[src/rtl/arm_mem_pkg.sv]
// Shared types and constants for the ARM core's memory-side stages.
// The external SRAM controller uses the access FSM states and the SRAM geometry constants.
package arm_mem_pkg;

    typedef enum logic [1:0] {
        IDLE,
        LOW,
        HIGH,
        DONE
    } sram_state_e;

    localparam logic [31:0] DEFAULT_BASE_ADDR = 32'd1024;
    localparam int          HALF_W            = 16;

    function automatic logic phase_active(input sram_state_e st);
        return (st == LOW) || (st == HIGH);
    endfunction

endpackage

[src/rtl/sram_controller.sv]
// Splits each 32-bit MEM-stage load/store into two 16-bit asynchronous SRAM
// accesses with programmable wait states, holding ready low until the word completes.
module sram_controller
    import arm_mem_pkg::*;
#(
    parameter int          SRAM_AW     = 18,
    parameter int          WAIT_CYCLES = 1,
    parameter logic [31:0] BASE_ADDR   = DEFAULT_BASE_ADDR
) (
    input  logic                clk,
    input  logic                rst,
    input  logic                wr_en,
    input  logic                rd_en,
    input  logic [31:0]         address,
    input  logic [31:0]         write_data,
    output logic [31:0]         read_data,
    output logic                ready,
    output logic [SRAM_AW-1:0]  sram_addr,
    output logic [HALF_W-1:0]   sram_dq_out,
    output logic                sram_dq_oe,
    input  logic [HALF_W-1:0]   sram_dq_in,
    output logic                sram_ce_n,
    output logic                sram_oe_n,
    output logic                sram_we_n
);

    localparam int            CW   = (WAIT_CYCLES < 2) ? 1 : $clog2(WAIT_CYCLES + 1);
    localparam logic [CW-1:0] LAST = CW'(WAIT_CYCLES);
    localparam int            IW   = SRAM_AW - 1;

    sram_state_e          state_q, state_d;
    logic [CW-1:0]        cnt_q, cnt_d;
    logic [IW-1:0]        idx_q, idx_d;
    logic [31:0]          wdata_q, wdata_d;
    logic                 is_wr_q, is_wr_d;
    logic [31:0]          read_data_q, read_data_d;
    logic [SRAM_AW-1:0]   sram_addr_q, sram_addr_d;
    logic [HALF_W-1:0]    dq_out_q, dq_out_d;
    logic                 dq_oe_q, dq_oe_d;
    logic                 ce_n_q, ce_n_d;
    logic                 oe_n_q, oe_n_d;
    logic                 we_n_q, we_n_d;

    logic                 req;
    logic [31:0]          offset;
    logic [IW-1:0]        req_idx;
    logic                 active_d;
    logic                 half_d;
    logic                 last_d;
    logic                 unused_addr_bits;

    assign req     = rd_en | wr_en;
    assign offset  = address - BASE_ADDR;
    // Out-of-range addresses simply wrap: only the low index bits reach the pins.
    assign req_idx = offset[SRAM_AW:2];
    assign unused_addr_bits = ^{offset[31:SRAM_AW+1], offset[1:0]};

    // NOTE: every variable gets a default before the case, so no path leaves one unassigned (no latch).
    always_comb begin
        state_d     = state_q;
        cnt_d       = cnt_q;
        idx_d       = idx_q;
        wdata_d     = wdata_q;
        is_wr_d     = is_wr_q;
        read_data_d = read_data_q;

        unique case (state_q)
            IDLE: begin
                if (req) begin
                    state_d = LOW;
                    cnt_d   = '0;
                    idx_d   = req_idx;
                    wdata_d = write_data;
                    is_wr_d = wr_en;
                end
            end
            LOW: begin
                if (cnt_q == LAST) begin
                    state_d = HIGH;
                    cnt_d   = '0;
                    if (!is_wr_q) read_data_d[15:0] = sram_dq_in;
                end else begin
                    cnt_d = cnt_q + 1'b1;
                end
            end
            HIGH: begin
                if (cnt_q == LAST) begin
                    state_d = DONE;
                    cnt_d   = '0;
                    if (!is_wr_q) read_data_d[31:16] = sram_dq_in;
                end else begin
                    cnt_d = cnt_q + 1'b1;
                end
            end
            DONE: begin
                state_d = IDLE;
            end
            default: begin
                state_d = IDLE;
                cnt_d   = '0;
            end
        endcase

        // Pad outputs are computed for the cycle being entered, so the flops line up with state_q.
        active_d = phase_active(state_d);
        half_d   = (state_d == HIGH);
        last_d   = (cnt_d == LAST);

        ce_n_d      = ~active_d;
        oe_n_d      = ~(active_d & ~is_wr_d);
        we_n_d      = ~(active_d & is_wr_d & ~last_d);
        dq_oe_d     = active_d & is_wr_d;
        dq_out_d    = (active_d & is_wr_d) ? (half_d ? wdata_d[31:16] : wdata_d[15:0]) : '0;
        sram_addr_d = active_d ? {idx_d, half_d} : sram_addr_q;
    end

    // NOTE: non-blocking assignments here so all flops update together on the edge.
    always_ff @(posedge clk or negedge rst) begin
        if (!rst) begin
            state_q     <= IDLE;
            cnt_q       <= '0;
            idx_q       <= '0;
            wdata_q     <= '0;
            is_wr_q     <= 1'b0;
            read_data_q <= '0;
            sram_addr_q <= '0;
            dq_out_q    <= '0;
            dq_oe_q     <= 1'b0;
            ce_n_q      <= 1'b1;
            oe_n_q      <= 1'b1;
            we_n_q      <= 1'b1;
        end else begin
            state_q     <= state_d;
            cnt_q       <= cnt_d;
            idx_q       <= idx_d;
            wdata_q     <= wdata_d;
            is_wr_q     <= is_wr_d;
            read_data_q <= read_data_d;
            sram_addr_q <= sram_addr_d;
            dq_out_q    <= dq_out_d;
            dq_oe_q     <= dq_oe_d;
            ce_n_q      <= ce_n_d;
            oe_n_q      <= oe_n_d;
            we_n_q      <= we_n_d;
        end
    end

    assign ready       = (state_q == IDLE) ? ~req : (state_q == DONE);
    assign read_data   = read_data_q;
    assign sram_addr   = sram_addr_q;
    assign sram_dq_out = dq_out_q;
    assign sram_dq_oe  = dq_oe_q;
    assign sram_ce_n   = ce_n_q;
    assign sram_oe_n   = oe_n_q;
    assign sram_we_n   = we_n_q;

endmodule

[config.mk]
export PLATFORM = sky130hd
export DESIGN_NAME = sram_controller
export DESIGN_NICKNAME = d
export VERILOG_FILES = /design/src/rtl/arm_mem_pkg.sv /design/src/rtl/sram_controller.sv
export SDC_FILE = /design/constraint.sdc
export NUM_CORES = 1
export LEC_CHECK = 0
export BUFFER_PORTS_ARGS = -buffer_cell sky130_fd_sc_hd__buf_4
export CORE_MARGIN = 2
export CORE_UTILIZATION = 40
export DETAILED_ROUTE_END_ITERATION = 6
export GPL_ROUTABILITY_DRIVEN = 0
export PLACE_DENSITY_LB_ADDON = 0.15
export SKIP_CTS_REPAIR_TIMING = 1
export SLEW_MARGIN = 0
export SYNTH_ARGS = -nofsm -noshare
export SYNTH_HDL_FRONTEND = slang
export SYNTH_SLANG_ARGS = --single-unit
[constraint.sdc]
create_clock -name clk -period 3 [get_ports clk]
set_input_delay 0.6 -clock clk [delete_from_list [all_inputs] [get_ports clk]]
set_output_delay 0.6 -clock clk [all_outputs]
set_load 0.02 [all_outputs]
Yosys cells after proc, flatten, opt, wreduce, memory -nomap -nowiden
Cells that the tools add are included.
- add/sub/neg operators: 2
- multipliers: 0
- div/mod/pow operators: 0
- magnitude comparators: 0
- eq/ne operators: 5
- shifts and indexed selects: 0
- mux-type cells: 16
- bitwise gates (word level): 11
- reductions and logical operators: 5
- operators with widths (cell ; number):
    $mux 32 ; 2
    $mux 17 ; 2
    $mux 16 ; 2
    $sub 19x11->19 const B ; 1
    $pmux 2 s4 ; 1
    $not 1->1 ; 7
    $eq 2x2->1 const B ; 3
    $mux 2 ; 3
    $reduce_and 3->1 ; 2
    $mux 1 ; 5
    $eq 2x1->1 const B ; 2
    $and 1x1->1 ; 3
    $logic_not 2->1 ; 1
    $pmux 1 s2 ; 1
    $reduce_or 2->1 ; 1
    $add 1x1->1 const B ; 1
    $logic_or 1x1->1 ; 1
    $or 1x1->1 ; 1
- register bits after elaboration: 123
- latch bits: 0
- memory bits (writable): 0
- memory bits (read-only): 0
- input port bits: 84
- output and inout port bits: 71
- word-level logic and storage cells: 52
- memories kept: 0

Depth between registers and ports, before layout
Gate-level depths: netlist of the first run.
- word-level depth: 8
- gate-level depth with buffers: 11
- depth with buffers taken out: 8

Worst setup path before layout of the first run
Ideal clock, no wire load.
- kind: register -> register
- from: register state_q[0]
- to: register dq_out_q[10] (netlist: sram_dq_out[10])
- arrival time: 2.613 ns
- setup slack: 0.268 ns
- cell stages (with the launch flop): 12
- buffers on the path: 4
- clock period less this slack: 2.732 ns
- cells stage by stage: dfrtp_1 inv_1 ha_1 buf_2 o21ai_1 clkbuf_1 a21o_1 ha_1 clkbuf_1 buf_1 mux4_2 and2_1
- longest elaborated chain between the ends: 6
- elaborated cells on any way between the ends: 16
- those cells by class: eq/ne (5); mux (8); bitwise (1); reduce/logical (2)
- RTL lines (what ; line ; text):
    start, declared ; sram_controller.sv:31 ; sram_state_e state_q, state_d;
    start signal, assigned ; sram_controller.sv:133 ; state_q <= state_d;
    $eq 2x2->1, or another cell as far along ; sram_controller.sv:67 ; unique case (state_q)
    $pmux 2 s4 * ; sram_controller.sv:67 ;
    $eq 2x2->1 * ; sram_controller.sv:106 ; half_d = (state_d == HIGH);
    named net half_d ; sram_controller.sv:48 ; logic half_d;
    $logic_or 1x1->1 ; arm_mem_pkg.sv:16 ; return (st == LOW) || (st == HIGH);
    $and 1x1->1 ; sram_controller.sv:113 ; dq_out_d = (active_d & is_wr_d) ? (half_d ? wdata_d[31:16] : wdata_d[15:0]) : '0;
    $mux 16 * ; sram_controller.sv:113 ;
    named net dq_out_d[10] ; sram_controller.sv:38 ; logic [HALF_W-1:0] dq_out_q, dq_out_d;
    end signal, assigned ; sram_controller.sv:140 ; dq_out_q <= dq_out_d;
    end, declared ; sram_controller.sv:38 ;
The timed path passes the listed nets; every way through them passes the cells marked *.
A chain may end at the register's enable or synchronous reset.

Worst setup path after layout of the first run
- from: register state_q[1]
- to: output port ready
- longest elaborated chain between the ends: 2
- elaborated cells on any way between the ends: 3
- those cells by class: eq/ne (1); mux (1); reduce/logical (1)
- RTL lines (what ; line ; text):
    $eq 2x2->1 / $logic_not 2->1 (equally long branches) ; sram_controller.sv:148 ; assign ready = (state_q == IDLE) ? ~req : (state_q == DONE);
    $mux 1 * ; sram_controller.sv:148 ;
    end, declared ; sram_controller.sv:17 ; output logic ready,
Mark *: on every way between the ends. The rest lies on a longest branch, timed or not.

==> results of run 1 <==
[routing by layer]
metal	vias up	GRT usage, %
li1	1702	-
met1	1782	20.6
met2	104	27.5
met3	11	6.44
met4	0	6.67
met5	-	0
[critical path: stages, from the launching register on]
cell	delay, ps
dfrtp_1	420
inv_1	120
ha_1	350
inv_1	120
nor3_1	250
a21o_1	120
buf_4	140
[power by group through the flow]
| stage | Clock, mW | Combinational [mW] | Sequential (mW) |
|---|---|---|---|
| final | 2.03 | 3.82 | 2.82 |
| after global routing | 2.18 | 4.23 | 2.91 |
| after CTS | 2.09 | 3.90 | 2.83 |
| after detailed placement | 0 | 3.89 | 2.84 |
| after global placement | 0 | 3.82 | 2.80 |
| after floorplan | 0 | 2.05 | 3.28 |
[cell type report]
type | instances | area [um2]
clock buffers | 22 | 474
multi-input cells | 271 | 1920
inverters | 6 | 22.5
repair buffers | 152 | 1170
flip-flops and latches | 123 | 3080
fillers | 1120 | 5520
clock inverters | 8 | 118
well taps | 172 | 215
[flip-flops by register name (all words and copies together), names as in the netlist]
name / count
cnt_q: 1
idx_q: 17
is_wr_q: 1
read_data: 32
sram_addr: 18
sram_ce_n: 1
sram_dq_oe: 1
sram_dq_out: 16
sram_oe_n: 1
sram_we_n: 1
state_q: 2
wdata_q: 32
[cell families (layout without fill, tap and decap cells)]
kind of cell / after synthesis / in the layout / share of synthesized area (%)
buffers and inverters: 27 / 188 / 2.30
adders and majority gates: 7 / 7 / 1.72
xor gates and xnor gates: 3 / 3 / 0.515
DFF: 123 / 123 / 60.4
AOI/OAI and AO/OA: 26 / 26 / 3.33
and+or+nand+nor: 172 / 172 / 14.4
muxes: 63 / 63 / 17.4
[metrics by stage]
step / power (mW) / cell area (um2) / utilization, %
after floorplan: 5.33 / 5110 / -
after global placement: 6.62 / 6400 / 51.2
after detailed placement: 6.73 / 6400 / 51.2
after CTS: 8.81 / 7000 / 55.9
after global routing: 9.31 / 7000 / 55.9
final: 8.67 / 7000 / 55.9
[layout by cell type, fill, tap and decap left out, drive strengths merged, types with 2 or more instances in the layout]
cell type,n
buf,152
nand2,131
dfrtp,120
mux2,47
clkbuf,22
mux4,16
and2,16
o21ai,9
nor2,8
ha,7
inv,6
a21oi,4
nand2b,4
clkinv,4
nor2b,3
nor3,3
a21o,3
bufinv,3
dfstp,3
a31oi,3
or3,2
xor2,2
o221ai,2
[worst min path at each step]
stage / from / end / cells after the start
after floorplan: rst / cnt_q / 0
after global placement: idx_q[6] / idx_q[6] / 2
after detailed placement: wdata_q[18] / wdata_q[18] / 2
after CTS: rst / wdata_q[30] / 1
after global routing: rst / wdata_q[14] / 1
final: rst / wdata_q[14] / 1
[cell usage after synthesis]
library cell / instances
or3b_1: 1
buf_4: 2
or4b_4: 1
o22a_1: 1
o21ai_0: 5
o221ai_1: 2
o21a_1: 1
a21oi_1: 4
a21o_1: 3
a31oi_2: 1
o211ai_1: 1
xnor2_1: 1
xor2_1: 2
dfstp_2: 3
nand2_1: 131
o21ai_1: 4
a22o_1: 1
mux4_2: 16
buf_2: 7
inv_1: 6
or3_1: 2
nor2_1: 8
dfrtp_1: 120
a31oi_1: 2
o31ai_1: 1
nand2b_1: 4
clkbuf_1: 11
or2_2: 1
mux2_2: 26
ha_1: 7
nand3_1: 1
nor4_1: 1
nor2b_1: 3
mux2_1: 21
and2_1: 16
nor3_1: 3
buf_1: 1
==> run summary, run 1 <==
CP Capture Point: ready
CTS tree: done
CTS Sinks: 123
Post-Synthesis Cells: 421
Cell taking the most area after synthesis: dfrtp_1
Max Cap Viol: 0
Internal power: 5.69 mW
Share of layout cells above drive strength 1: 39.5%
Largest net degree at the start of global routing: 62
P_sw: 2.98 mW
Starting Density: 40.8%
Detailed Route WL: 10800 um
Library cells used by synthesis: 37
Post-route DRC violation count: 0
Worst skew pair latency: 410 ps
Global route overflow: 0
CTS Buf Count: 17
Clock Skews: 5.85 ps
Worst r2r src: state_q[0]
Type of destination of the critical path: output pin
Vias/cell: 4.77
Worst VDD drop: 606 uV
CP Launch Type: register
H-Tree Depth: 4
Seq pwr share: 32.5%
Lkg Pwr: 3.44 nW
Tightest Pin Transition: 782 ps
Initial drt markers: 150
RSZ-0062 raised after global routing: no
Final setup violation count: 0
Hold_ws: 282 ps
Die height: 117 um
CP Class: register to output pin
Worst R2R End: sram_addr[5]
Critical Path RT: 2400 ps
Combinational power share: 44.0%
Setup TNS: 0 ps
Vias in the first global route: 3611
Placed cell count: 724
Syn nets: 512
Die ar.: 13700 um2
# nets final: 662
Clk network pwr share: 23.4%
Sw Share: 34.4%
Reg clk slew, reported paths: 50 ps
Dpl ws: 582 ps
P&R area growth vs syn: 37.0%
Synth Area per Inst: 12.1 um2
Yosys Warn Count: 0
Highest Clock Rate: 396 MHz
Row count: 41
CP Data Arrival Time: 1920 ps
CP Max Fanout: 8
Hold Crit Class: primary input to async pin
Critical Path Start: state_q[1]
Flops & latches, synth: 123
Core Area: 12500 um2
Synth top area share: 58.8%
Final Hold Viols: 0
Antenna cells: 0
Top routing layer in use: met4
Worst R2R Path Depth: 8
Die width: 117 um
HPWL Detailed: 7450 um
Maximum clock path buffer count: 2
Max Transition Viols Final: 0
Non-filler cells in the finished layout: 754
Period utilisation layout: 84.1%
Setup ws final: 477 ps
First-pass GRT wire length: 17500 um
Power per Cell Area: 1240 nW/um2
Initial antenna violation count: 0
Final Critical Period: 2520 ps
Routed vias: 3599
Worst R2R Setup Slack: 610 ps
Mean routed wirelength per cell: 14.3 um
Port Buffers: 139
Antenna Nets Post-Route: 0
Outcome: finished, final reports clean
Met2 wire length: 5300 um
Sequential-to-total area share from yosys stat: 60.4%
Met1 WL: 4650 um
Root Buffer: clkbuf_16
Slew HR: 47.8%
Area contributors post-synth: dfrtp_1 59%, nand2_1 9.6%, mux4_2 7.1%, mux2_2 5.7%, mux2_1 4.6%
Tot GR Track Use: 17.0%
Detailed-routed wire length on met3: 754 um
Synthesized cell area: 5110 um2
Drt first pass iters: 4
Ports: 155
(Power assumes the default switching activity.)
==> inputs of run 2 (changes only) <==
Clock period 3 ns to 2.1 ns, I/O delays scaled along.
==> run summary, run 2 (synthesis results as in run 1) <==
Routed vias: 3687 (+2.4%)
Tightest Pin Transition: 530 ps (-252 ps)
Hold_ws: 211 ps (-71.3 ps)
Port Buffers: 139 (unchanged)
Fin util: 58.5% (+2.6 points)
Final setup violation count: 0 (unchanged)
Highest-count cells in the layout ignoring fill and taps: 162 x buf_4, 131 x nand2_1, 119 x dfrtp_1
Final total power: 13.7 mW (+58%)
Antenna Nets Post-Route: 0 (unchanged)
Antenna cells: 0 (unchanged)
Core Area: 12500 um2 (unchanged)
Period utilisation layout: 97.6%
Vias/cell: 4.75 (-0.46%)
H-Tree Depth: 4 (unchanged)
Starting Density: 40.8% (unchanged)
P&R area growth vs syn: 43.5%
CTS Buf Count: 17 (unchanged)
Ports: 155 (unchanged)
Slew HR: 64.4% (+17 points)
Largest net degree at the start of global routing: 72 (+16%)
Maximum clock path buffer count: 2 (unchanged)
Detailed Route WL: 11400 um (+5.5%)
Internal power: 9.02 mW (+59%)
Tot GR Track Use: 17.3% (+0.35 points)
Outcome: finished, final reports clean
CP Max Fanout: 8 (unchanged)
Setup TNS: 0 ps (unchanged)
Die ar.: 13700 um2 (unchanged)
CP Class: register to register
Initial antenna violation count: 0 (unchanged)
Critical Path RT: 2390 ps (about the same)
Seq pwr share: 29.6% (-2.9 points)
Max Transition Viols Final: 0 (unchanged)
Vias in the first global route: 3816 (+5.7%)
RSZ-0062 raised after global routing: yes
Most common cell after layout, fill and taps aside: buf_4
HPWL Detailed: 7700 um (+3.4%)
Mean routed wirelength per cell: 14.7 um (+2.5%)
Placed cell count: 733 (+1.2%)
Root Buffer: clkbuf_16
Lkg Pwr: 3.61 nW (+5.0%)
Die height: 117 um (unchanged)
Max Cap Viol: 0 (unchanged)
CTS tree: done
Highest Clock Rate: 488 MHz
P_sw: 4.65 mW (+56%)
Combinational power share: 52.1% (+8.1 points)
Final Critical Period: 2050 ps
Finished layout cell area: 7330 um2 (+4.7%)
Clk network pwr share: 18.3% (-5.1 points)
Drt first pass iters: 4 (unchanged)
Global route overflow: 0 (unchanged)
Sw Share: 34.0% (-0.41 points)
Dpl ws: -27.4 ps (-610 ps)
Final Hold Viols: 0 (unchanged)
Reg clk slew, reported paths: 50 ps (about the same)
Hold Crit Class: primary input to register
CP Launch Type: register
Placement Cell Area: 6620 um2 (+3.4%)
Initial drt markers: 169 (+13%)
Post-route DRC violation count: 0 (unchanged)
Die width: 117 um (unchanged)
Worst skew pair latency: 410 ps (about the same)
Power per Cell Area: 1860 nW/um2 (+50%)
Type of destination of the critical path: register
Layout fillers: 1090 (-2.7%)
First-pass GRT wire length: 17800 um (+1.7%)
Setup ws final: 49.7 ps (-427 ps)
CTS Sinks: 123 (unchanged)
Share of layout cells above drive strength 1: 43.2% (+3.7 points)
Clock Skews: 5.39 ps (-0.454 ps)
Row count: 41 (unchanged)
CP Data Arrival Time: 2340 ps (+420 ps)
Non-filler cells in the finished layout: 776 (+2.9%)
# nets final: 685 (+3.5%)
Worst VDD drop: 1210 uV (+100%)
## run 2: power by group through the flow
stage	Combinational, mW	Clock [mW]	Sequential (mW)
after global routing	7.77	2.69	4.18
final	7.11	2.50	4.05
after floorplan	3.66	0	4.69
after detailed placement	6.52	0	4.07
after global placement	6.39	0	4.01
after CTS	6.54	2.58	4.05
## run 2: layout make-up
type                            instances  area, um2  area share (%)
Clock buffer                           26        489            6.68
Clock inverter                          3       15.0           0.205
Inverter                                6       22.5           0.307
Multi-Input combinational cell        271       2040            27.9
Sequential cell                       123       3080            42.1
Tap cell                              172        215            2.94
Timing Repair Buffer                  175       1460            19.9
## run 2: critical path, cell delays in order, from the launching register on
cell and delay (ps):
dfrtp_2 410, inv_2 70, ha_4 180, o22a_1 200, nor2_1 140, a21oi_2 70, ha_4 320, buf_4 130
buf_12 120, mux2_4 290
## run 2: metal layers
layer  global-route usage [%]  wire length (um)  share of wire [%]
met1                     20.5              4850                 43
met2                     28.8              5630                 49
met3                     6.02               753                6.6
met4                     7.45               166                1.5
met5                        0                 0                  0
## run 2: worst paths after layout
path | from | endpoint | slack [ps] | cells after the start
max | state_q[0] | sram_addr[9] | 50 | 9
min | write_data[14] | wdata_q[14] | 210 | 3
max reg2reg | state_q[0] | sram_addr[9] | 50 | 9
min reg2reg | wdata_q[22] | wdata_q[22] | 470 | 2
max in group asynchronous | rst | sram_we_n | 920 | 3
min in group asynchronous | rst | sram_dq_oe | 420 | 2
